`src/rtl/lsu_pkg.sv`:
```
// Shared encodings and lane helpers for the load/store unit.
package lsu_pkg;

    localparam int unsigned DATA_W  = 32;
    localparam int unsigned STATE_W = 3;

    // Request size encodings
    localparam logic [1:0] SIZE_BYTE = 2'b00;
    localparam logic [1:0] SIZE_HALF = 2'b01;
    localparam logic [1:0] SIZE_WORD = 2'b10;
    localparam logic [1:0] SIZE_BAD  = 2'b11;

    // FSM state encodings
    localparam logic [STATE_W-1:0] ST_IDLE = 3'd0;
    localparam logic [STATE_W-1:0] ST_RD   = 3'd1;
    localparam logic [STATE_W-1:0] ST_CAP  = 3'd2;
    localparam logic [STATE_W-1:0] ST_WR   = 3'd3;
    localparam logic [STATE_W-1:0] ST_RESP = 3'd4;

    // Pull the addressed lane out of a big-endian word and extend it.
    function automatic logic [DATA_W-1:0] lane_extract(
        input logic [DATA_W-1:0] word,
        input logic [1:0]        off,
        input logic [1:0]        size,
        input logic              uns
    );
        logic [7:0]        b;
        logic [15:0]       h;
        logic [DATA_W-1:0] r;
        case (off)
            2'd0:    b = word[31:24];
            2'd1:    b = word[23:16];
            2'd2:    b = word[15:8];
            default: b = word[7:0];
        endcase
        h = off[1] ? word[15:0] : word[31:16];
        case (size)
            SIZE_BYTE: r = uns ? {24'h0, b} : {{24{b[7]}}, b};
            SIZE_HALF: r = uns ? {16'h0, h} : {{16{h[15]}}, h};
            default:   r = word;
        endcase
        return r;
    endfunction

    // Replace the addressed lane of a big-endian word with the low bits of wdata.
    function automatic logic [DATA_W-1:0] lane_merge(
        input logic [DATA_W-1:0] word,
        input logic [1:0]        off,
        input logic [1:0]        size,
        input logic [DATA_W-1:0] wdata
    );
        logic [DATA_W-1:0] r;
        r = word;
        case (size)
            SIZE_BYTE: begin
                case (off)
                    2'd0:    r[31:24] = wdata[7:0];
                    2'd1:    r[23:16] = wdata[7:0];
                    2'd2:    r[15:8]  = wdata[7:0];
                    default: r[7:0]   = wdata[7:0];
                endcase
            end
            SIZE_HALF: begin
                if (off[1]) r[15:0]  = wdata[15:0];
                else        r[31:16] = wdata[15:0];
            end
            default: r = wdata;
        endcase
        return r;
    endfunction

endpackage

```
`src/rtl/lsu_lane_align.sv`:
```
// Combinational lane extraction (loads) and lane merge (sub-word stores).
module lsu_lane_align
    import lsu_pkg::*;
(
    input  logic [DATA_W-1:0] word_i,
    input  logic [1:0]        offset_i,
    input  logic [1:0]        size_i,
    input  logic              unsigned_i,
    input  logic [DATA_W-1:0] wdata_i,
    output logic [DATA_W-1:0] load_val_c_o,
    output logic [DATA_W-1:0] merge_word_c_o
);

    // Both results are pure functions of the captured memory word.
    always_comb begin
        load_val_c_o   = lane_extract(word_i, offset_i, size_i, unsigned_i);
        merge_word_c_o = lane_merge(word_i, offset_i, size_i, wdata_i);
    end

endmodule

```
`src/rtl/load_store_unit.sv`:
```
// Data-memory initiator: word-aligns requests, sequences MR/MW, extracts
// and extends load lanes, and performs read-modify-write for sub-word stores.
module load_store_unit
    import lsu_pkg::*;
#(
    parameter int unsigned ADDR_LIMIT = 40,
    parameter int unsigned RMW_ENABLE = 1
) (
    input  logic        clk,
    input  logic        rst,
    input  logic        req_valid,
    output logic        req_ready,
    input  logic        req_we,
    input  logic [1:0]  req_size,
    input  logic        req_unsigned,
    input  logic [31:0] req_addr,
    input  logic [31:0] req_wdata,
    output logic        rsp_valid,
    output logic [31:0] rsp_rdata,
    output logic        rsp_err,
    output logic        MR,
    output logic        MW,
    output logic [31:0] add,
    output logic [31:0] wd,
    input  logic [31:0] data
);

    localparam logic RMW_ON = (RMW_ENABLE != 0);

    logic [STATE_W-1:0] state_q, state_d;
    logic               we_q, we_d;
    logic [1:0]         size_q, size_d;
    logic               uns_q, uns_d;
    logic [1:0]         off_q, off_d;
    logic [31:0]        wdata_q, wdata_d;
    logic               req_ready_q, req_ready_d;
    logic               rsp_valid_q, rsp_valid_d;
    logic [31:0]        rsp_rdata_q, rsp_rdata_d;
    logic               rsp_err_q, rsp_err_d;
    logic               mr_q, mr_d;
    logic               mw_q, mw_d;
    logic [31:0]        add_q, add_d;
    logic [31:0]        wd_q, wd_d;

    logic [31:0]        aligned_c;
    logic               req_err_c;
    logic [31:0]        load_val_c;
    logic [31:0]        merge_word_c;

    lsu_lane_align u_align (
        .word_i         (data),
        .offset_i       (off_q),
        .size_i         (size_q),
        .unsigned_i     (uns_q),
        .wdata_i        (wdata_q),
        .load_val_c_o   (load_val_c),
        .merge_word_c_o (merge_word_c)
    );

    // Request legality: size, alignment, range and RMW availability.
    always_comb begin
        aligned_c = {req_addr[31:2], 2'b00};
        req_err_c = 1'b0;
        if (req_size == SIZE_BAD)                             req_err_c = 1'b1;
        if ((req_size == SIZE_HALF) && req_addr[0])           req_err_c = 1'b1;
        if ((req_size == SIZE_WORD) && (req_addr[1:0] != 2'b00)) req_err_c = 1'b1;
        if (({1'b0, aligned_c} + 33'd3) > 33'(ADDR_LIMIT))    req_err_c = 1'b1;
        if (!RMW_ON && req_we && (req_size != SIZE_WORD))     req_err_c = 1'b1;
    end

    // Next-state and next-output logic; outputs follow the next state.
    always_comb begin
        state_d     = state_q;
        we_d        = we_q;
        size_d      = size_q;
        uns_d       = uns_q;
        off_d       = off_q;
        wdata_d     = wdata_q;
        add_d       = add_q;
        wd_d        = '0;
        rsp_rdata_d = '0;
        rsp_err_d   = 1'b0;

        case (state_q)
            ST_IDLE: begin
                add_d = '0;
                if (req_valid) begin
                    we_d    = req_we;
                    size_d  = req_size;
                    uns_d   = req_unsigned;
                    off_d   = req_addr[1:0];
                    wdata_d = req_wdata;
                    if (req_err_c) begin
                        state_d   = ST_RESP;
                        rsp_err_d = 1'b1;
                    end else if (req_we && (req_size == SIZE_WORD)) begin
                        state_d = ST_WR;
                        add_d   = aligned_c;
                        wd_d    = req_wdata;
                    end else begin
                        state_d = ST_RD;
                        add_d   = aligned_c;
                    end
                end
            end
            ST_RD: begin
                state_d = ST_CAP;
            end
            ST_CAP: begin
                if (we_q) begin
                    state_d = ST_WR;
                    wd_d    = merge_word_c;
                end else begin
                    state_d     = ST_RESP;
                    rsp_rdata_d = load_val_c;
                end
            end
            ST_WR: begin
                state_d = ST_RESP;
                add_d   = '0;
            end
            ST_RESP: begin
                state_d = ST_IDLE;
                add_d   = '0;
            end
            default: begin
                state_d = ST_IDLE;
                add_d   = '0;
            end
        endcase

        req_ready_d = (state_d == ST_IDLE);
        rsp_valid_d = (state_d == ST_RESP);
        mr_d        = (state_d == ST_RD);
        mw_d        = (state_d == ST_WR);
    end

    // State, latched request and registered outputs.
    always_ff @(posedge clk) begin
        if (rst) begin
            state_q     <= ST_IDLE;
            we_q        <= 1'b0;
            size_q      <= SIZE_BYTE;
            uns_q       <= 1'b0;
            off_q       <= 2'b00;
            wdata_q     <= '0;
            req_ready_q <= 1'b1;
            rsp_valid_q <= 1'b0;
            rsp_rdata_q <= '0;
            rsp_err_q   <= 1'b0;
            mr_q        <= 1'b0;
            mw_q        <= 1'b0;
            add_q       <= '0;
            wd_q        <= '0;
        end else begin
            state_q     <= state_d;
            we_q        <= we_d;
            size_q      <= size_d;
            uns_q       <= uns_d;
            off_q       <= off_d;
            wdata_q     <= wdata_d;
            req_ready_q <= req_ready_d;
            rsp_valid_q <= rsp_valid_d;
            rsp_rdata_q <= rsp_rdata_d;
            rsp_err_q   <= rsp_err_d;
            mr_q        <= mr_d;
            mw_q        <= mw_d;
            add_q       <= add_d;
            wd_q        <= wd_d;
        end
    end

    assign req_ready = req_ready_q;
    assign rsp_valid = rsp_valid_q;
    assign rsp_rdata = rsp_rdata_q;
    assign rsp_err   = rsp_err_q;
    assign MR        = mr_q;
    assign MW        = mw_q;
    assign add       = add_q;
    assign wd        = wd_q;

endmodule
```
`config.mk`:
```
export PLATFORM = sky130hd
export DESIGN_NAME = load_store_unit
export DESIGN_NICKNAME = d
export VERILOG_FILES = /design/src/rtl/lsu_pkg.sv /design/src/rtl/lsu_lane_align.sv /design/src/rtl/load_store_unit.sv
export SDC_FILE = /design/constraint.sdc
export NUM_CORES = 1
export LEC_CHECK = 0
export CORE_UTILIZATION = 45
export DETAILED_ROUTE_END_ITERATION = 6
export PLACE_DENSITY_LB_ADDON = 0.2
export SLEW_MARGIN = 20
export SYNTH_ARGS = -nofsm -noshare
export SYNTH_HDL_FRONTEND = slang
export SYNTH_SLANG_ARGS = --single-unit
```
`constraint.sdc`:
```
create_clock -name clk -period 4.6 [get_ports clk]
set_clock_uncertainty 0.2 [all_clocks]
set_input_delay 0.92 -clock clk [delete_from_list [all_inputs] [get_ports clk]]
set_output_delay 0.92 -clock clk [all_outputs]
set_load 0.05 [all_outputs]
```
==> results.txt <==
Largest cells by area after synthesis = dfxtp_1 51%, nand2_1 8.0%, a21oi_1 7.3%
Num rows = 40
Final net count = 915
Static Leak = 2.995 nW
DIE AREA = 12,710 sq um
P_int = 2.255 mW
Crit path buffers/inverters = 2
Htree depth = 4
Vias = 5,314
Largest area contributor in the netlist = dfxtp_1
CP Max Fanout = 18
Hold Crit Endpoint = wdata_q[17]$_SDFFE_PP0P_
Post-placement setup slack = 1.239 ns
Post-route ant nets = 0
Starting Density = 46.12%
Clk slew on worst S/H paths = 0.06 ns
Avg Vias per Cell = 5.467
Syn_area_per_cell = 8.784 sq um
Count leader, synth = dfxtp_1
Clock power frac = 46.8%
Largest delay share family, worst path = buffers and inverters
Insertion delay to the later sink of the worst-skew pair = 0.41 ns
Hold path start = wdata_q[17]$_SDFFE_PP0P_
Synth cell count leaders = 140 x dfxtp_1, 118 x nand2_1, 81 x a21oi_1
Endpoints failing hold = 0
VDD IR max = 0.0002322 V
Post-synth EDFFs = 0
Die height = 112.7 um
Max_slew headroom = 38.71%
Final setup vio count = 0
Fin area = 8228 sq um
Placed inst area = 7602 sq um
First-pass GRT wire length = 25,940 um
Initial antenna violation count = 0
WP data arrival = 3.09 ns
Core Region = 11,960 sq um
Residual DRC = 0
Post-CTS setup buffers = 0
Pwr/cell area = 363.9 nW/um^2
Hold Path Depth = 2
Synth warnings = 0
Data required, critical path = 4.74 ns
Tcrit/Tclk final = 64.08%
Max cap viols = 0
R2r setup slk = 2.20 ns
Vias in the first global route = 5,011
Crit Reg-Reg Startpoint = state_q[0]$_SDFF_PP0_
Switch share = 24.68%
Status = completed
Gp weighted congestion = 0.8716
Final hold slack = 0.2562 ns
# diodes = 0
Overflow after GRT = 0
Combinational share of power = 11.2%
Setup TNS = 0 ns
R2R depth = 7
Hold_buf cts = 0
Post-synthesis cell area = 5517 sq um
WL final = 16,600 um
Crit end category = flop
RR Endpoint = wd[17]$_SDFF_PP0_
Share of layout cells above drive strength 1 = 8.000%
CTS Root Cell = clkbuf_16
RSZ-0062 raised after global routing = false
Tmin final = 2.948 ns
Total CTS buffers = 17
Final worst slack = 1.652 ns
Pwr Total = 2.994 mW
Seq pwr share = 42.0%
Post-synth ARST share = 0%
Worst-Margin Slew = 0.9194 ns
CTS sink count = 140
Synth top area share = 50.81%
Initial DRC Count = 488
Crit start category = input pin
Boundary pin count = 204
Seq/Total Area, Yosys = 50.81%
Gates resized, CTS repair = 0
Max incr delay on CP = 0.78 ns
Dpl hpwl = 11,800 um
Post-synth top flop = dfxtp_1
Worst Hold Class = flop to flop
Tot GR Track Use = 26.24%
Post-Syn Instances = 628
Kind of critical path = input pin to flop
I/O Buffers = 201
Critical-path cell list = clkdlybuf4s50_1, nor2_1, nand2_1, buf_4, a21oi_1
Drt first pass iters = 6
WL/cell = 17.08 um
CTS max path bufs = 2
Slew Limit Fails = 0
Die W = 112.7 um
CP max stage cell = clkdlybuf4s50_1
Area added between synthesis and finish = 49.15%
CTS tree = yes
NetSw = 0.7389 mW
Seq cells post-synth = 140
FMAX = 339.2 MHz
Yosys cell types = 47
Largest net degree at the start of global routing = 56
[layout by cell type, fill, tap and decap left out, drive strengths merged, types with 2 or more instances in the layout]
cell type,synthesis,routed
a22o,6,6
nor3,9,9
nor4,8,8
conb,1,2
o211ai,16,16
a21boi,2,2
dfxtp,140,140
mux2i,10,10
inv,1,5
clkbuf,33,17
nand2,118,118
a222oi,13,13
nor2,49,49
clkinv,1,8
and2,27,27
a2bb2oi,8,8
nor2b,2,2
o22ai,2,2
nand2b,3,3
clkdlybuf4s50,0,201
buf,15,11
nand4,2,2
bufinv,0,3
nand4b,2,2
a22oi,27,27
o21ai,21,21
a211oi,2,2
o21bai,2,2
a21oi,82,82
mux2,13,13
[metal layers]
metal,wire length (um),track usage [%],part of all wire (%),up-vias
li1,-,-,-,2574
met1,6866,33.53,41,2449
met2,7655,41.23,46,273
met3,1811,8.784,11,18
met4,265,9.778,1.6,0
met5,0,0,0,-
[power groups by stage]
stage	clock network (mW)	logic, mW	registers [mW]
3_3_place_gp	0	0.323	1.28
2_1_floorplan	0	0.173	1.28
5_1_grt	1.48	0.361	1.26
6_report	1.40	0.337	1.26
4_1_cts	1.42	0.331	1.26
3_5_place_dp	0	0.328	1.28
[stage by stage]
stage	utilization (%)	cells
4_1_cts	68.67	972
2_1_floorplan	-	629
6_report	68.79	972
5_1_grt	68.79	972
3_3_place_gp	63.56	940
3_5_place_dp	63.56	940
[cell type report]
cell class / count / area, sq um
Multi-Input combinational cell: 439 / 2526
Sequential cell: 140 / 2804
Timing Repair Buffer: 212 / 2095
Clock buffer: 17 / 425.4
Inverter: 2 / 7.507
Tap cell: 147 / 183.9
Fill cell: 946 / 3734
Clock inverter: 15 / 186.4
[how the worst max path moves through the flow]
stage / slack (ns) / start / endpoint / cells past startpoint
floorplan: 2.12 / req_addr[29] / wd[25]$_SDFF_PP0_ / 6
global placement: 1.39 / rst / add[2]$_SDFFE_PP0N_ / 3
detailed placement: 1.24 / rst / add[3]$_SDFFE_PP0N_ / 3
CTS: 1.68 / rst / add[3]$_SDFFE_PP0N_ / 3
global route: 1.50 / req_addr[29] / wd[17]$_SDFF_PP0_ / 7
finish: 1.65 / rst / wd[25]$_SDFF_PP0_ / 5
[worst register-to-register path, cell delays in order (launching register included)]
cell,delay [ns]
dfxtp_1,0.38
nor4b_4,0.32
buf_4,0.27
nand4b_1,0.21
nor4_4,0.20
buf_4,0.40
a22oi_1,0.16
nor2_1,0.18
[state kept, by name, indices dropped and copies added (netlist names)]
name	cells
req_ready	1
MW	1
uns_q	1
rsp_err	1
add	30
off_q	2
rsp_valid	1
rsp_rdata	32
size_q	2
wd	32
state_q	3
we_q	1
MR	1
wdata_q	32
[logic make-up (layout without fill, tap and decap cells)]
| group | Yosys count | after routing | synth area share (%) |
|---|---|---|---|
| DFF | 140 | 140 | 50.81 |
| other | 1 | 2 | 0.06798 |
| muxes | 24 | 24 | 4.876 |
| AOI/OAI and AO/OA | 185 | 185 | 21.46 |
| and+or+nand+nor | 227 | 227 | 18.83 |
| xor gates and xnor gates | 1 | 1 | 0.1588 |
| buffers and inverters | 50 | 246 | 3.810 |
No activity file was read; power rests on OpenSTA's default activity.
